===== config.mk =====
export PLATFORM = sky130hd
export DESIGN_NAME = fd_pipe_reg_flat
export DESIGN_NICKNAME = d
export VERILOG_FILES = /design/src/rtl/fd_pipe_reg_if.sv /design/src/rtl/fd_pipe_reg.sv /design/src/flat_wrapper.sv
export SDC_FILE = /design/constraint.sdc
export NUM_CORES = 1
export LEC_CHECK = 0
export CAP_MARGIN = 15
export CORE_UTILIZATION = 44
export CTS_CLUSTER_DIAMETER = 100
export DETAILED_ROUTE_END_ITERATION = 10
export PLACE_DENSITY_LB_ADDON = 0.1
export SLEW_MARGIN = 20
export SYNTH_ARGS = -nofsm -noshare
export SYNTH_HDL_FRONTEND = slang
export SYNTH_SLANG_ARGS = --single-unit

===== constraint.sdc =====
create_clock -name clk -period 6.1 [get_ports clk]
set_clock_uncertainty 0.1 [all_clocks]
set_input_delay 1.22 -clock clk [delete_from_list [all_inputs] [get_ports clk]]
set_output_delay 1.22 -clock clk [all_outputs]
set_load 0.01 [all_outputs]

===== src/rtl/fd_pipe_reg_if.sv =====
// Fetch-to-decode bus: fetch-side inputs plus hazard controls toward the F/D
// register, and the registered decode-stage view coming back.
interface fd_pipe_reg_if;
  logic        stall;
  logic        flush;
  logic        is_jb_D;
  logic [31:0] IR_F;
  logic [31:0] pc_F;
  logic [31:0] pc4_F;
  logic [31:0] IR_D;
  logic [31:0] pc_D;
  logic [31:0] pc4_D;
  logic        valid_D;
  logic        bd_D;
  logic [4:0]  exc_D;
  logic [31:0] fetch_cnt;

  modport master (
    output stall, flush, is_jb_D, IR_F, pc_F, pc4_F,
    input  IR_D, pc_D, pc4_D, valid_D, bd_D, exc_D, fetch_cnt
  );

  modport slave (
    input  stall, flush, is_jb_D, IR_F, pc_F, pc4_F,
    output IR_D, pc_D, pc4_D, valid_D, bd_D, exc_D, fetch_cnt
  );
endinterface


===== src/rtl/fd_pipe_reg.sv =====
// F/D pipeline register of the 5-stage MIPS core: captures IR/PC/PC+4 each
// cycle with stall/flush, tags delay slots and fetch-address errors, counts fetches.
module fd_pipe_reg #(
  parameter logic [31:0] PC_RESET = 32'h0000_3000,
  parameter logic [31:0] IM_BASE  = 32'h0000_3000,
  parameter int unsigned IM_WORDS = 4096
) (
  input logic         clk,
  input logic         reset,
  fd_pipe_reg_if.slave fd
);

  localparam logic [4:0] EXC_NONE = 5'd0;
  localparam logic [4:0] EXC_ADEL = 5'd4;
  // Highest legal word address, widened so the bound cannot wrap past 2^32.
  localparam logic [32:0] IM_LAST = {1'b0, IM_BASE} + (33'(IM_WORDS) * 33'd4) - 33'd4;

  function automatic logic addr_bad(input logic [31:0] pc);
    logic [32:0] pc_w;
    pc_w = {1'b0, pc};
    return (pc[1:0] != 2'b00) || (pc_w < {1'b0, IM_BASE}) || (pc_w > IM_LAST);
  endfunction

  logic [31:0] ir_r,  ir_nxt_s;
  logic [31:0] pc_r,  pc_nxt_s;
  logic [31:0] pc4_r, pc4_nxt_s;
  logic        valid_r, valid_nxt_s;
  logic        bd_r,  bd_nxt_s;
  logic [4:0]  exc_r, exc_nxt_s;
  logic [31:0] cnt_r, cnt_nxt_s;
  logic        bad_s;

  // Next-state selection: flush beats stall, stall beats load.
  always_comb begin
    ir_nxt_s    = ir_r;
    pc_nxt_s    = pc_r;
    pc4_nxt_s   = pc4_r;
    valid_nxt_s = valid_r;
    bd_nxt_s    = bd_r;
    exc_nxt_s   = exc_r;
    cnt_nxt_s   = cnt_r;
    bad_s       = addr_bad(fd.pc_F);
    if (fd.flush) begin
      ir_nxt_s    = 32'h0000_0000;
      pc_nxt_s    = fd.pc_F;
      pc4_nxt_s   = fd.pc4_F;
      valid_nxt_s = 1'b0;
      bd_nxt_s    = 1'b0;
      exc_nxt_s   = EXC_NONE;
    end else if (fd.stall) begin
      ir_nxt_s    = ir_r;
      cnt_nxt_s   = cnt_r;
    end else begin
      pc_nxt_s    = fd.pc_F;
      pc4_nxt_s   = fd.pc4_F;
      valid_nxt_s = 1'b1;
      bd_nxt_s    = fd.is_jb_D;
      // A bad fetch stays valid so the AdEL reaches the exception logic.
      if (bad_s) begin
        ir_nxt_s  = 32'h0000_0000;
        exc_nxt_s = EXC_ADEL;
        cnt_nxt_s = cnt_r;
      end else begin
        ir_nxt_s  = fd.IR_F;
        exc_nxt_s = EXC_NONE;
        cnt_nxt_s = cnt_r + 32'd1;
      end
    end
  end

  // D-stage state registers with synchronous active-low reset.
  always_ff @(posedge clk) begin
    if (!reset) begin
      ir_r    <= 32'h0000_0000;
      pc_r    <= PC_RESET;
      pc4_r   <= PC_RESET + 32'd4;
      valid_r <= 1'b0;
      bd_r    <= 1'b0;
      exc_r   <= EXC_NONE;
      cnt_r   <= 32'h0000_0000;
    end else begin
      ir_r    <= ir_nxt_s;
      pc_r    <= pc_nxt_s;
      pc4_r   <= pc4_nxt_s;
      valid_r <= valid_nxt_s;
      bd_r    <= bd_nxt_s;
      exc_r   <= exc_nxt_s;
      cnt_r   <= cnt_nxt_s;
    end
  end

  assign fd.IR_D      = ir_r;
  assign fd.pc_D      = pc_r;
  assign fd.pc4_D     = pc4_r;
  assign fd.valid_D   = valid_r;
  assign fd.bd_D      = bd_r;
  assign fd.exc_D     = exc_r;
  assign fd.fetch_cnt = cnt_r;

endmodule

===== src/flat_wrapper.sv =====
// flat-port wrapper written by rule: the top's interface ports become plain ports
module fd_pipe_reg_flat 
#(
  parameter logic [31:0] PC_RESET = 32'h0000_3000,
  parameter logic [31:0] IM_BASE  = 32'h0000_3000,
  parameter int unsigned IM_WORDS = 4096
)
  (clk, reset, fd_stall, fd_flush, fd_is_jb_D, fd_IR_F, fd_pc_F, fd_pc4_F, fd_IR_D, fd_pc_D, fd_pc4_D, fd_valid_D, fd_bd_D, fd_exc_D, fd_fetch_cnt);
  fd_pipe_reg_if fd_i ();
  input logic clk;
  input logic reset;
  input wire logic [$bits(fd_i.stall)-1:0] fd_stall;
  input wire logic [$bits(fd_i.flush)-1:0] fd_flush;
  input wire logic [$bits(fd_i.is_jb_D)-1:0] fd_is_jb_D;
  input wire logic [$bits(fd_i.IR_F)-1:0] fd_IR_F;
  input wire logic [$bits(fd_i.pc_F)-1:0] fd_pc_F;
  input wire logic [$bits(fd_i.pc4_F)-1:0] fd_pc4_F;
  output wire logic [$bits(fd_i.IR_D)-1:0] fd_IR_D;
  output wire logic [$bits(fd_i.pc_D)-1:0] fd_pc_D;
  output wire logic [$bits(fd_i.pc4_D)-1:0] fd_pc4_D;
  output wire logic [$bits(fd_i.valid_D)-1:0] fd_valid_D;
  output wire logic [$bits(fd_i.bd_D)-1:0] fd_bd_D;
  output wire logic [$bits(fd_i.exc_D)-1:0] fd_exc_D;
  output wire logic [$bits(fd_i.fetch_cnt)-1:0] fd_fetch_cnt;
  assign fd_i.stall = fd_stall;
  assign fd_i.flush = fd_flush;
  assign fd_i.is_jb_D = fd_is_jb_D;
  assign fd_i.IR_F = fd_IR_F;
  assign fd_i.pc_F = fd_pc_F;
  assign fd_i.pc4_F = fd_pc4_F;
  assign fd_IR_D = fd_i.IR_D;
  assign fd_pc_D = fd_i.pc_D;
  assign fd_pc4_D = fd_i.pc4_D;
  assign fd_valid_D = fd_i.valid_D;
  assign fd_bd_D = fd_i.bd_D;
  assign fd_exc_D = fd_i.exc_D;
  assign fd_fetch_cnt = fd_i.fetch_cnt;
  fd_pipe_reg #(.PC_RESET(PC_RESET), .IM_BASE(IM_BASE), .IM_WORDS(IM_WORDS)) u_core (.clk(clk), .reset(reset), .fd(fd_i));
endmodule

# Word level (Yosys, flattened, before mapping)
# Index checks and enable logic that the tools add are counted.
# word_totals
register_bits	135
latch_bits	0
ram_bits	0
romBits	0
input_bits	101
out_inout_bits	135
word_cells	26
n_memories	0
# classes
add_sub_neg	1
multipliers	0
div	0
order_cmp	2
eq_ne	1
shifts	0
n_mux	6
n_bitwise	4
n_reduce_logical	5
# op_table
cell	count
$mux 32	5
$add 32x1->32 const B	1
$gt 32x15->1 const B	1
$lt 32x14->1 const B	1
$not 1->1	4
$mux 3	1
$reduce_and 3->1	1
$logic_or 1x1->1	2
$ne 2x1->1 const B	1
$reduce_bool 2->1	1
$reduce_or 2->1	1

# Longest topological paths before layout
# logic_depth
word_depth	5
ltp_mapped	7
mapped_depth_nobuf	6

# Least setup slack after synthesis
# No wires, ideal clock.
# synth_path
kind	input to register
from	in fd_pc_F[15]
to	reg u_core.cnt_r[21], in the netlist u_core.fd.fetch_cnt[21]
setup_time_ps	70
arrival_time_ps	3104
required_time_ps	5930
path_slack_ps	2826
cell_stages	5
n_path_buf	0
path_cell_list	or4_1 -> a211o_1 -> or4_4 -> or3_1 -> a21oi_1
# synth_between
elab_chain_cells	5
elab_cells_between_ends	6
classes_between	2 x order compare; 1 x bitwise; 3 x reduce/logical
# synth_lines
element	line_no	rtl
from (decl)	flat_wrapper.sv:16	input wire logic [$bits(fd_i.pc_F)-1:0] fd_pc_F;
$lt 32x14->1	fd_pipe_reg.sv:21	return (pc[1:0] != 2'b00) || (pc_w < {1'b0, IM_BASE}) || (pc_w > IM_LAST);
$logic_or 1x1->1	fd_pipe_reg.sv:21	
$logic_or 1x1->1 (*)	fd_pipe_reg.sv:21	
$not 1->1 (no line) (*)	-	
$reduce_and 3->1 (no line) (*)	-	
to (signal assigned)	fd_pipe_reg.sv:88	cnt_r <= cnt_nxt_s;
to (decl)	fd_pipe_reg.sv:30	logic [31:0] cnt_r, cnt_nxt_s;
# Mark *: on every way between the ends. The rest lies on a longest branch, timed or not.
# A chain may end at the register's enable or synchronous reset.

# Final worst setup path
# layout_path
from	in fd_stall
to	reg u_core.cnt_r[25], in the netlist u_core.fd.fetch_cnt[25]
# layout_between
elab_chain_cells	2
# layout_lines
element	line_no	rtl
from (decl)	flat_wrapper.sv:12	input wire logic [$bits(fd_i.stall)-1:0] fd_stall;
$not 1->1 (no line)	-	
$reduce_and 3->1 (no line)	-	
# No other way between the ends.

==> reports/qor.csv <==
metric,value,unit
total track usage,26.33,%
DR vias,5123,
post-synthesis compound-gate area fraction,14.56,%
setup bufs post-CTS,0,
slowest CP cell,nor3_1,
mux cell area share after synthesis,1.193,%
Die H,109.0,um
Critical Path Start Type,input pin,
Core ar.,10980,um2
"Largest stage delay, worst path",0.85,ns
synthesized area per cell,8.391,um2
Row Count,38,
Clock transition at path regs,0.06,ns
# diodes,0,
gpl congestion,0.7675,
"Seq/Total Area, Yosys",52.09,%
global route total overflow,0,
setup_tns,0,ns
WP data required,6.25,ns
share of layout cells above drive strength 1,5.925,%
Worst EP arrival,4.06,ns
first-pass GRT wire length,23.97,mm
Synth top cells by count,"138 x nand2_1, 131 x dfxtp_1, 72 x a21oi_1",
cell area after placement,7408,um2
area share of the leading cell type in the synthesized netlist,52.09,%
synthesized area,5035,um2
Setup Viol. Count Final,0,
CTS tree,yes,
PwrDens,278.4,nW/um2
Final Instance Area,8079,um2
overall die area,11870,um2
# clock sinks,131,
Final ANT Viol Nets,0,
largest net degree at the start of global routing,65,
Synth Instances,600,
Starting Density,45.84,%
Synth Area in Adders,0.2485,%
P_leak,2.953,nW
worst skew pair latency,0.42,ns
largest cells by area after synthesis,"dfxtp_1 52%, nand2_1 10%, a21oi_1 7.2%, a22oi_1 4.8%, nor2_1 3.8%",
CTS root buf,clkbuf_16,
worst relative slew slack,34.97,%
Final #Nets,916,
cell accounting for the most synthesized area,dfxtp_1,
"wirelength, routed",15.46,mm
Simple-Gate Fraction of Synth Area,25.22,%
synth-to-layout area growth,60.46,%
TritonCTS Buffers,17,
actual slew at the worst max-slew pin,0.9741,ns
PnR worst setup slack,2.189,ns
Worst VDD drop,0.0002206,V
"Primary FF master, synth",dfxtp_1,
DRT Pass-1 Iters,7,
FMAX,0.2557,GHz
peak fanout along the critical path,38,
pre-CTS WS,1.809,ns
DRT iter0 DRCs,279,
status,"finished, final reports clean",
post-route clock period utilization,64.11,%
Fin. Hold Viols,0,
post-detailed-placement half-perimeter wirelength,10.58,mm
CTS Buffer Depth,2,
# port buffers,231,
WL/cell,15.99,um
cts repair resizes,0,
Syn. warnings,0,
Vias/cell,5.298,
cts hold-fix bufs,0,
initial antenna violation count,0,
"flops & latches, synth",131,
Max Cap Violations,0,
# IOs,236,
vias in the first global route,5008,
Hold Slack,0.3481,ns
DRC,0,
CP Class,in -> reg,
Cell variety after synth,41,
XOR/XNOR share of the synthesized area,2.435,%
nature of the critical path endpoint,flop,
Post-synth EDFFs,0,
Period minus WS final,3.911,ns
Die Wd,109.0,um
RSZ-0062 raised after global routing,no,
Worst Hold Class,reg -> reg,
reg2reg setup slack,3.32,ns
largest family of logic cells by synthesized area,simple AND/OR/NAND/NOR gates,
number of H-tree levels,4,
Pins Over Slew Limit,0,
Pwr Total,2.249,mW
asr flop ratio synth,0,%
"count leader, synth",nand2_1,
crit-path cells,clkdlybuf4s50_1 -> buf_4 -> nor4_1 -> nand3_1 -> nor3_1 -> a31o_2 -> a21oi_1,
## final cells by class
class,count,area (um2)
fillers,827,2904
flip-flops and latches,131,2623
repair buffers,236,2350
multi-input cells,420,2231
clock buffers,23,498.0
well taps,140,175.2
clock inverters,9,172.7
inverters,8,30.03
## sequential cells by signal, indices dropped and copies added, names as in the netlist
register             cells
u_core.fd.exc_D          1
u_core.fd.fetch_cnt     32
u_core.fd.pc_D          32
u_core.fd.IR_D          32
u_core.fd.bd_D           1
u_core.fd.valid_D        1
u_core.fd.pc4_D         32
## path summary, 6_finish.rpt
check	from	to	depth (start not counted)
setup reg to reg	u_core.fd.fetch_cnt[0]$_SDFFE_PN0P_	u_core.fd.fetch_cnt[28]$_SDFFE_PN0P_	6
hold / removal	u_core.fd.pc4_D[4]$_SDFFE_PN0P_	u_core.fd.pc4_D[4]$_SDFFE_PN0P_	2
setup / recovery	fd_stall	u_core.fd.fetch_cnt[25]$_SDFFE_PN0P_	7
hold reg to reg	u_core.fd.pc4_D[4]$_SDFFE_PN0P_	u_core.fd.pc4_D[4]$_SDFFE_PN0P_	2
## routing by layer
metal,vias to the layer above,GRT usage [%],share of wire (%)
met5,-,0,0
met4,0,12.07,2.6
met3,35,10.46,8.4
met2,190,44.43,50
met1,2409,28.91,39
li1,2489,-,-
## worst max-delay path: cells and delay by family
family | cells | cell delay (ns)
compound gates | 2 | 0.33
buf+inv | 2 | 0.65
simple gates | 3 | 1.85
## logic make-up after synthesis
| group | after synthesis |
|---|---|
| muxes | 6 |
| DFF | 131 |
| and+or+nand+nor | 274 |
| other | 1 |
| AOI/OAI and AO/OA | 121 |
| xor gates and xnor gates | 14 |
| buffers and inverters | 52 |
| adders and majority gates | 1 |
## layout by cell type (no fill, tap or decap), types with 3 or more instances in the layout
cell type        count
clkinv_2             3
bufinv_16            5
buf_4                5
xor2_1               4
a31o_2               3
nor2_1              50
nand3_1             16
and4_1               8
nor3_1               6
nand2b_1             6
clkbuf_16           17
conb_1               4
clkdlybuf4s50_1    231
clkbuf_8             5
nor4_1               8
a21oi_1             72
nand4b_1             3
or3_1                6
o21ai_0              5
xnor2_1             10
dfxtp_1            131
mux2i_1              6
a22oi_1             32
nand2_1            138
nand4_1             15
inv_1                7
nand3b_1             4
## stage by stage
step / cells / utilization [%]
2_1_floorplan: 603 / -
3_3_place_gp: 935 / 67.41
3_5_place_dp: 935 / 67.45
4_1_cts: 967 / 73.56
5_1_grt: 967 / 73.56
6_report: 967 / 73.56
## where the power goes
part | switching (mW) | total (mW) | internal, mW
combinational | 0.0900 | 0.210 | 0.120
clock | 0.364 | 1.14 | 0.777
sequential | 0.0136 | 0.897 | 0.884
No activity file was read; power rests on OpenSTA's default activity.
